$ cat src/rtl/valet_retrieval_ctrl.sv
// Valet retrieval controller: pulls one car record from the parking lot FIFO and presents it to the customer.
// Optional statistics outputs are enabled with `define VALET_RETRIEVAL_STATS_EN.
module valet_retrieval_ctrl #(
    parameter int DATA_WIDTH = 16,
    parameter int MAX_WAIT   = 15
) (
    input  logic                  clk,
    input  logic                  reset_n,
    input  logic                  retrieve_en,
    input  logic                  fifo_empty,
    input  logic                  fifo_cooldown,
    output logic                  fifo_rd_en,
    input  logic [DATA_WIDTH-1:0] fifo_data,
    output logic                  car_valid,
    output logic [DATA_WIDTH-1:0] car_data,
    input  logic                  car_ready,
    output logic                  unclaimed
`ifdef VALET_RETRIEVAL_STATS_EN
    ,
    output logic [15:0]           delivered_count,
    output logic [15:0]           unclaimed_count
`endif
);

    localparam logic [7:0] WAIT_LOAD = 8'(MAX_WAIT);

    typedef enum logic [1:0] {
        IDLE    = 2'd0,
        FETCH   = 2'd1,
        LATCH   = 2'd2,
        PRESENT = 2'd3
    } state_t;

    state_t     state;
    state_t     state_nxt;
    logic       armed;
    logic [7:0] wait_cnt;
    logic       accept;
    logic       timeout;

    assign accept  = (state == PRESENT) && car_ready;
    assign timeout = (state == PRESENT) && !car_ready && (wait_cnt == 8'd0);

    always_ff @(posedge clk or negedge reset_n) begin
        if (!reset_n) begin
            state <= IDLE;
        end else begin
            state <= state_nxt;
        end
    end

    // armed holds off the first fetch until one full edge after reset release
    always_comb begin
        state_nxt = state;
        case (state)
            IDLE:    if (armed && retrieve_en && !fifo_empty && !fifo_cooldown) state_nxt = FETCH;
            FETCH:   state_nxt = LATCH;
            LATCH:   state_nxt = PRESENT;
            PRESENT: if (accept || timeout) state_nxt = IDLE;
            default: state_nxt = IDLE;
        endcase
    end

    always_comb begin
        fifo_rd_en = 1'b0;
        car_valid  = 1'b0;
        case (state)
            FETCH:   fifo_rd_en = 1'b1;
            PRESENT: car_valid  = 1'b1;
            default: ;
        endcase
    end

    always_ff @(posedge clk or negedge reset_n) begin
        if (!reset_n) begin
            armed     <= 1'b0;
            wait_cnt  <= 8'd0;
            car_data  <= '0;
            unclaimed <= 1'b0;
        end else begin
            armed     <= 1'b1;
            unclaimed <= timeout;
            if (state == LATCH) begin
                car_data <= fifo_data;
                wait_cnt <= WAIT_LOAD;
            end else if ((state == PRESENT) && !accept && (wait_cnt != 8'd0)) begin
                wait_cnt <= wait_cnt - 8'd1;
            end
        end
    end

`ifdef VALET_RETRIEVAL_STATS_EN
    function automatic logic [15:0] sat_inc(input logic [15:0] v);
        return (v == 16'hFFFF) ? v : v + 16'd1;
    endfunction

    always_ff @(posedge clk or negedge reset_n) begin
        if (!reset_n) begin
            delivered_count <= 16'd0;
            unclaimed_count <= 16'd0;
        end else begin
            if (accept)  delivered_count <= sat_inc(delivered_count);
            if (timeout) unclaimed_count <= sat_inc(unclaimed_count);
        end
    end
`endif

endmodule

$ cat config.mk
export PLATFORM = sky130hd
export DESIGN_NAME = valet_retrieval_ctrl
export DESIGN_NICKNAME = d
export VERILOG_FILES = /design/src/rtl/valet_retrieval_ctrl.sv
export SDC_FILE = /design/constraint.sdc
export NUM_CORES = 1
export LEC_CHECK = 0
export CORE_ASPECT_RATIO = 1.25
export CORE_MARGIN = 2
export CORE_UTILIZATION = 40
export CTS_CLUSTER_SIZE = 12
export DETAILED_ROUTE_END_ITERATION = 16
export PLACE_DENSITY = 0.81
export SLEW_MARGIN = 20
export SYNTH_ARGS = -nofsm -noshare
export SYNTH_HDL_FRONTEND = slang
export SYNTH_SLANG_ARGS = --single-unit
$ cat constraint.sdc
create_clock -name clk -period 2 [get_ports clk]
set_input_delay 0.2 -clock clk [delete_from_list [all_inputs] [get_ports clk]]
set_output_delay 0.2 -clock clk [all_outputs]
set_load 0.02 [all_outputs]
==> reports/qor.txt <==
# IOs = 41
endpoint class of the critical path = flip-flop
clock edge transition at the registers on the reported setup and hold paths = 80 ps
DR iter-0 viols = 7
Die Y = 67.5 um
critical path class = reg2reg
post-synthesis sequential area ratio = 0.544
clock sink total = 28
die area = 3690 sq um
Achievable Freq = 0.528 GHz
PwrDens = 1410 nW/um^2
number of port buffers = 40
area delta synth->final = 39.3%
WP data arrival = 2080 ps
clk_lat worst skew = 260 ps
wire per inst = 14.2 um
final worst-path cycle share = 0.947
ratio of cells with drive above 1 in the final layout = 0.225
Layout fillers = 254
post-synth cell types = 32
Hold WC Path Type = in2async
Mapped Nets = 127
Post-route DRC = 0
Max IR drop VDD = 0.795 mV
Top Metal Used = met4
Final Max Tran Viols = 0
antenna violation net count after detailed routing = 0
first-pass GRT wire length = 4260 um
flop-to-flop setup slack = 110 ps
worst reg2reg path depth = 6
Post-CTS Resized = 0
CP required = 2190 ps
grt total ovfl = 0
Mapped Cells = 98
total core area = 3140 sq um
met1 wire length = 929 um
crit-path max FO = 5
final design area excluding fillers = 1800 sq um
Cell Area, Synth = 1290 sq um
nets = 173
postcts setup bufs = 0
Cells after DPL = 175
CTS tree = yes
most common cell after layout, fill and taps aside = clkdlybuf4s50_1
root buf cell = clkbuf_8
Area after DPL = 1740 sq um
Max Cap Viol = 0
WL met3 = 168 um
global placement routability congestion = 0.852
Setup crit start kind = flip-flop
final hold vios = 0
Die Width = 54.8 um
vias in the first global route = 1049
hpwl dp = 2010 um
status = finished, final reports clean
initial antenna violation count = 0
#FFs+latches synth = 28
Final setup viols = 0
most frequent cells in the layout = clkdlybuf4s50_1 (40), dfrtp_1 (28), mux2_2 (16)
Worst setup startpoint = wait_cnt[1]
final wirelength = 2550 um
R2R Path End = wait_cnt[7]
largest net degree at the start of global routing = 29
Starting Density = 0.411
final setup TNS = 0 ps
Critical R2R Launch = wait_cnt[1]
# diodes = 0
Vias/cell = 5.25
Leakage Power = 0.752 nW
Final min period = 1890 ps
YS warnings = 0
RSZ-0062 raised after global routing = no
clk_skew = 2.51 ps
cts bufs inserted = 3
H-Tree Depth = 1
vias = 939
DR pass1 iterations = 4
average cell area after synthesis = 13.2 sq um
Total GRT Usage = 0.157
hold buffer count at cts = 0
non-filler cells, final = 179
Cell Rows = 23
clk buf depth = 2
met2 routed WL = 1440 um
## metal layers
| layer | vias up | GRT usage |
|---|---|---|
| met1 | 475 | 0.182 |
| met5 | - | 0 |
| met2 | 30 | 0.274 |
| met4 | 0 | 0.0500 |
| li1 | 432 | - |
| met3 | 2 | 0.0442 |
## sequential cells by signal, indices dropped and copies added, names as in the netlist
| register | count |
|---|---|
| wait_cnt | 8 |
| car_data | 16 |
| state | 2 |
| unclaimed | 1 |
| armed | 1 |
## critical path, stage by stage, from the launching register on
cell	delay [ps]
dfrtp_1	390
inv_1	90
ha_1	180
or3b_4	280
o21ai_2	90
or4b_2	640
a21oi_1	150
## final cells by class
class	instances	area [sq um]	area share
sequential	28	701	0.390
multi-input combinational	63	562	0.313
timing repair buffer	44	430	0.240
tap	37	46.3	0.0258
clock buffer	3	41.3	0.0230
inverter	4	15.0	0.00836
## how the worst max path moves through the flow
stage | to | slack (ps) | cells past startpoint
after floorplan | state[1] | 160 | 6
after global placement | wait_cnt[7] | 120 | 5
after detailed placement | wait_cnt[1] | 70 | 6
after CTS | wait_cnt[1] | 50 | 6
after global routing | wait_cnt[7] | 10 | 6
final | wait_cnt[7] | 110 | 6
## where the power goes
part	internal [mW]	leakage, nW	total (mW)	switching [mW]
combinational	0.723	0.401	1.35	0.631
clock	0.134	0.0216	0.280	0.146
sequential	0.777	0.329	0.898	0.121
total	1.63	0.752	2.53	0.898
## synth_stat cells
master    number  area (sq um)
mux2i_1        2          20.0
or3b_2         1          8.76
xor2_1         2          17.5
or4_1          1          7.51
dfrtp_1       28           701
o21ai_0        2          10.0
a21oi_1        3          15.0
or4b_2         1          10.0
a211o_2        1          10.0
buf_6          1          11.3
inv_1          4          15.0
o41ai_1        1          8.76
or3_2          2          15.0
nor2_1         5          18.8
nand2_4        1          11.3
o211ai_1       2          15.0
nor4_1         1          6.26
o21ai_4        1          16.3
mux2_2        16           180
and2b_1        1          7.51
conb_1         1          3.75
xnor2_1        1          8.76
nand2_1        1          3.75
ha_1           7          87.6
clkbuf_1       3          11.3
o31ai_1        1          7.51
mux2_4         1          15.0
nand2b_1       2          12.5
nor3_1         1          5.00
nor2b_1        1          6.26
nand3_1        1          5.00
nor4b_1        2          17.5
## stage by stage
stage / worst slack [ps] / power (mW) / hold slack (ps) / utilization
global route: 10.0 / 2.70 / 350 / 0.572
finish: 107 / 2.53 / 304 / 0.572
global placement: 122 / 2.20 / 490 / 0.556
floorplan: 159 / 1.69 / -95.6 / -
CTS: 49.8 / 2.57 / 312 / 0.569
detailed placement: 65.3 / 2.28 / 499 / 0.556
## cells by family after synthesis
| family | count (synthesis) | share of synthesized area |
|---|---|---|
| XOR/XNOR | 3 | 0.0204 |
| AO/OA/AOI/OAI | 11 | 0.0641 |
| flip-flops | 28 | 0.544 |
| adder cells (fa/ha/maj) | 7 | 0.0680 |
| other | 1 | 0.00291 |
| AND/OR/NAND/NOR | 21 | 0.105 |
| multiplexers | 19 | 0.167 |
| buffers and inverters | 8 | 0.0291 |
No activity file was read; power rests on OpenSTA's default activity.
